File: config.mk
export PLATFORM = sky130hd
export DESIGN_NAME = hazard_controller
export DESIGN_NICKNAME = d
export VERILOG_FILES = /design/src/rtl/hazard_controller.sv
export SDC_FILE = /design/constraint.sdc
export NUM_CORES = 1
export LEC_CHECK = 0
export ABC_AREA = 1
export ABC_CLOCK_PERIOD_IN_PS = 1510
export BUFFER_PORTS_ARGS = -buffer_cell sky130_fd_sc_hd__buf_2
export CAP_MARGIN = 0
export CORE_MARGIN = 2
export CORE_UTILIZATION = 45
export DETAILED_ROUTE_END_ITERATION = 16
export GPL_TIMING_DRIVEN = 0
export PLACE_DENSITY = 0.83
export SLEW_MARGIN = 30
export SYNTH_ARGS = -nofsm -noshare
export SYNTH_HDL_FRONTEND = slang
export SYNTH_SLANG_ARGS = --single-unit
File: constraint.sdc
create_clock -name clk -period 1.51 [get_ports clk]
set_input_delay 0.2265 -clock clk [delete_from_list [all_inputs] [get_ports clk]]
set_output_delay 0.2265 -clock clk [all_outputs]
set_load 0.01 [all_outputs]
File: src/rtl/hazard_controller.sv
// Hazard controller: load-use and branch stall/flush generation,
// plus MDU launch/hold sequencing with a watchdog.
module hazard_controller #(
  parameter int MAX_WAIT = 64,
  parameter int CNT_W    = 16
) (
  input  logic             clk,
  input  logic             reset,
  input  logic [4:0]       Rs1D,
  input  logic [4:0]       Rs2D,
  input  logic [4:0]       RdE,
  input  logic             ResultSrcE0,
  input  logic             PCSrcE,
  input  logic             MulDivE,
  input  logic             mdu_done,
  output logic             mdu_start,
  output logic             StallF,
  output logic             StallD,
  output logic             StallE,
  output logic             FlushD,
  output logic             FlushE,
  output logic             FlushM,
  output logic             mdu_timeout,
  output logic [CNT_W-1:0] stall_cycles
);

  localparam int WC_W = (MAX_WAIT > 2) ? $clog2(MAX_WAIT) : 1;
  localparam logic [WC_W-1:0] LIMIT = WC_W'(MAX_WAIT - 1);

  typedef enum logic [1:0] {
    IDLE,
    BUSY,
    DONE
  } state_t;

  state_t          state;
  logic [WC_W-1:0] wait_cnt;
  logic            lw_stall;
  logic            mdu_stall;
  logic            run;

  always_comb begin
    run       = ~reset;
    lw_stall  = ResultSrcE0 && (RdE != 5'd0)
              && ((Rs1D == RdE) || (Rs2D == RdE));
    mdu_stall = ((state == IDLE) && MulDivE) || (state == BUSY);
    // MDU hold wins so the held EX instruction is never flushed
    mdu_start = run && (state == IDLE) && MulDivE;
    StallF    = run && (lw_stall || mdu_stall);
    StallD    = StallF;
    StallE    = run && mdu_stall;
    FlushM    = StallE;
    FlushD    = run && PCSrcE && !mdu_stall;
    FlushE    = run && (lw_stall || PCSrcE) && !mdu_stall;
  end

  always_ff @(posedge clk) begin
    if (reset) begin
      state        <= IDLE;
      wait_cnt     <= '0;
      mdu_timeout  <= 1'b0;
      stall_cycles <= '0;
    end else begin
      unique case (state)
        IDLE: begin
          if (MulDivE) begin
            state    <= BUSY;
            wait_cnt <= '0;
          end
        end
        BUSY: begin
          if (mdu_done) begin
            state <= DONE;
          end else if (wait_cnt == LIMIT) begin
            state       <= DONE;
            mdu_timeout <= 1'b1;
          end else begin
            wait_cnt <= wait_cnt + 1'b1;
          end
        end
        DONE: state <= IDLE;
        default: state <= IDLE;
      endcase
      if (StallF && (stall_cycles != {CNT_W{1'b1}}))
        stall_cycles <= stall_cycles + 1'b1;
    end
  end

endmodule
==> metrics.txt <==
Remaining DRCs 0; largest stage delay on the critical path 0.37 ns; GRT Overall Usage between 20% and 30%; Die Y around 65 um; Fmax 0.599 GHz; CP max-delay cell dfxtp_4; RSZ-0062 raised after global routing true; Ports 45; largest cells by area after synthesis dfxtp_1 (30%), nand2_1 (16%), inv_1 (10%); nets@finish about 370; worst hold path class input pin to flop; first-pass GRT wire length 7230 um; crit path max fanout 3; setup tns final -1.43 ns; number of global-route vias before repair ~1700; Required @ worst endpoint 1.73 ns; Final WS setup -0.160 ns; core region area 3610 sq um; Longest Clk Path Bufs 2; Starting Density a little under half; YS warnings 0; CP top delay family simple AND/OR/NAND/NOR gates; drt pass-1 iters 5; Fin. Hold Viols 0; root buf cell clkbuf_8; DP Area between 1500 and 2000 sq um; CP dominant cell by count nor2_4; Worst setup SP type flop; power after layout about 1.5 mW; share of cells above drive strength 1 44.9%; syn_nets roughly 290; Slew @ Worst Pin 0.278 ns; failing checks setup timing; Unique masters post-synth 30; max cap viols 0; DRT iter0 DRCs ~120; Design Area, Final 2480 sq um; detailed placement HPWL ~2900 um; mapped cell area ~1700 sq um; Placer Congestion ~0.85; Bufs and invs on worst path 3; Yosys reg bits 25; CTS tree built; Fin Clk Skew around 0.006 ns; CTS Buf Count 3; routed via count between 1500 and 2000; final setup fails 15; sequential area share after synthesis between 30 and 40%; Clock Pin Slew Worst Setup and Hold Paths 0.09 ns; Finished Layout Cells 393; std cell rows 22; vias per cell 5.04; crit-path cells ha_4, nand2_2, inv_2, nand2_4, nor2_4, nand3_4, nor2_4, buf_4, buf_6, nor2_4, nand3_2, nand2_1, nor2_1; average cell area after synthesis a little over 6 sq um; gr ovfl total 0; final slew viol count 0; DR WL/cell approximately 13 um; clk sinks 25; Worst-Skew Late Latency between 0.2 and 0.3 ns; LEAKAGE ~1.2 nW; Die Wd 64.8 um; part of the cycle the worst path needs 111%; pwr/cell area about 620 nW/um^2; hold buffers post-CTS 0; Final min period ~1.7 ns; ANT nets after route 0; Synth top area share roughly 30%; largest net degree at the start of global routing 16; initial antenna violation count 0; fill cell count roughly 290; Yosys top cell by area dfxtp_1; Max H-tree Level 1; Critical Path End Type flop; Cells after Synth between 200 and 300; worst vdd ir a little over 0.7 mV; die area 4200 sq um; IO buf count 43; ANT cells 0; WL final around 5300 um; area grow syn2layout 48.9%; dpl cells 362; Critical Path AT 1.89 ns; post-place setup slack -0.262 ns; status complete, but fails checks; slew margin rel. 81.3%; WS Path Type flop to flop
[where the power goes]
group,internal (mW),total (mW),switching [mW]
combinational,0.184,0.404,0.219
sequential,0.686,0.719,0.0330
clock,0.190,0.423,0.234
total,1.06,1.55,0.486
[worst paths after layout]
path,start,end,slack [ns],cells past startpoint
setup / recovery,stall_cycles[0],stall_cycles[3],-0.16,13
hold reg to reg,wait_cnt[5],wait_cnt[5],0.49,2
hold / removal,reset,wait_cnt[1],0.27,2
setup reg to reg,stall_cycles[0],stall_cycles[3],-0.16,13
[metal layers]
layer	track usage (%)	vias up	wire [um]
met5	0	-	0
met4	6.12	0	127
met3	5.03	16	370
met2	38.3	76	2680
met1	26.1	907	2110
li1	-	981	-
[flip-flops by register name (all words and copies together), names as in the netlist]
signal / flops
stall_cycles: 16
state: 2
wait_cnt: 6
mdu_timeout: 1
[cell usage after synthesis, drive strengths merged]
cell type,instances
a211oi,1
a21oi,10
a31oi,1
buf,6
clkbuf,1
dfxtp,25
ha,2
inv,50
nand2,75
nand3,23
nand3b,1
nand4,8
nor2,48
nor3,4
nor4,1
o21ai,6
o21bai,1
or2,1
xnor2,4
xor2,3
[final cells by class]
| type | instances | area, sq um | area share, % |
|---|---|---|---|
| Buffer | 7 | 61.3 | 2.48 |
| Clock buffer | 3 | 41.3 | 1.67 |
| Clock inverter | 1 | 6.26 | 0.253 |
| Inverter | 50 | 190 | 7.68 |
| Multi-Input combinational cell | 189 | 1120 | 45.4 |
| Sequential cell | 25 | 528 | 21.3 |
| Tap cell | 48 | 60.1 | 2.43 |
| Timing Repair Buffer | 70 | 464 | 18.7 |
[through the flow]
step | util [%] | hold WS [ns]
floorplan | - | 0.433
global placement | 54.3 | 0.443
detailed placement | 54.3 | 0.462
CTS | 61.1 | 0.279
global route | 68.7 | 0.265
finish | 68.7 | 0.273
[timing repair]
action                     in CTS  in global routing
pin swaps                      11                 28
setup endpoints to repair      18                 23
buffers inserted               10                 16
resized for setup              29                 46
gates cloned                    1                  0
[cell families (layout without fill, tap and decap cells)]
family / Yosys count / after routing / synth area share (%)
AOI/OAI and AO/OA: 19 / 19 / 6.55
buffers and inverters: 57 / 131 / 14.3
adders and majority gates: 2 / 2 / 1.50
and+or+nand+nor: 161 / 161 / 43.9
xor gates and xnor gates: 7 / 7 / 3.69
DFF: 25 / 25 / 30.1
[cell usage in the layout, fill, tap and decap left out, types with 2 or more instances in the layout]
master and count:
a21oi_2 4, buf_4 23, nand2_2 9, nand3_4 2, nand2_1 63, dfxtp_2 13
nand3_2 10, dfxtp_4 3, buf_6 8, xnor2_1 4, nor3_1 3, ha_4 2
inv_4 2, xor2_1 3, nand3_1 11, nor2_4 8, nor2_1 34, dfxtp_1 9
nor2_2 6, clkbuf_8 3, inv_1 40, nand2_4 3, o21ai_0 4, inv_2 9
buf_2 43, nand4_1 8, a21oi_1 6
No activity file was read; power rests on OpenSTA's default activity.
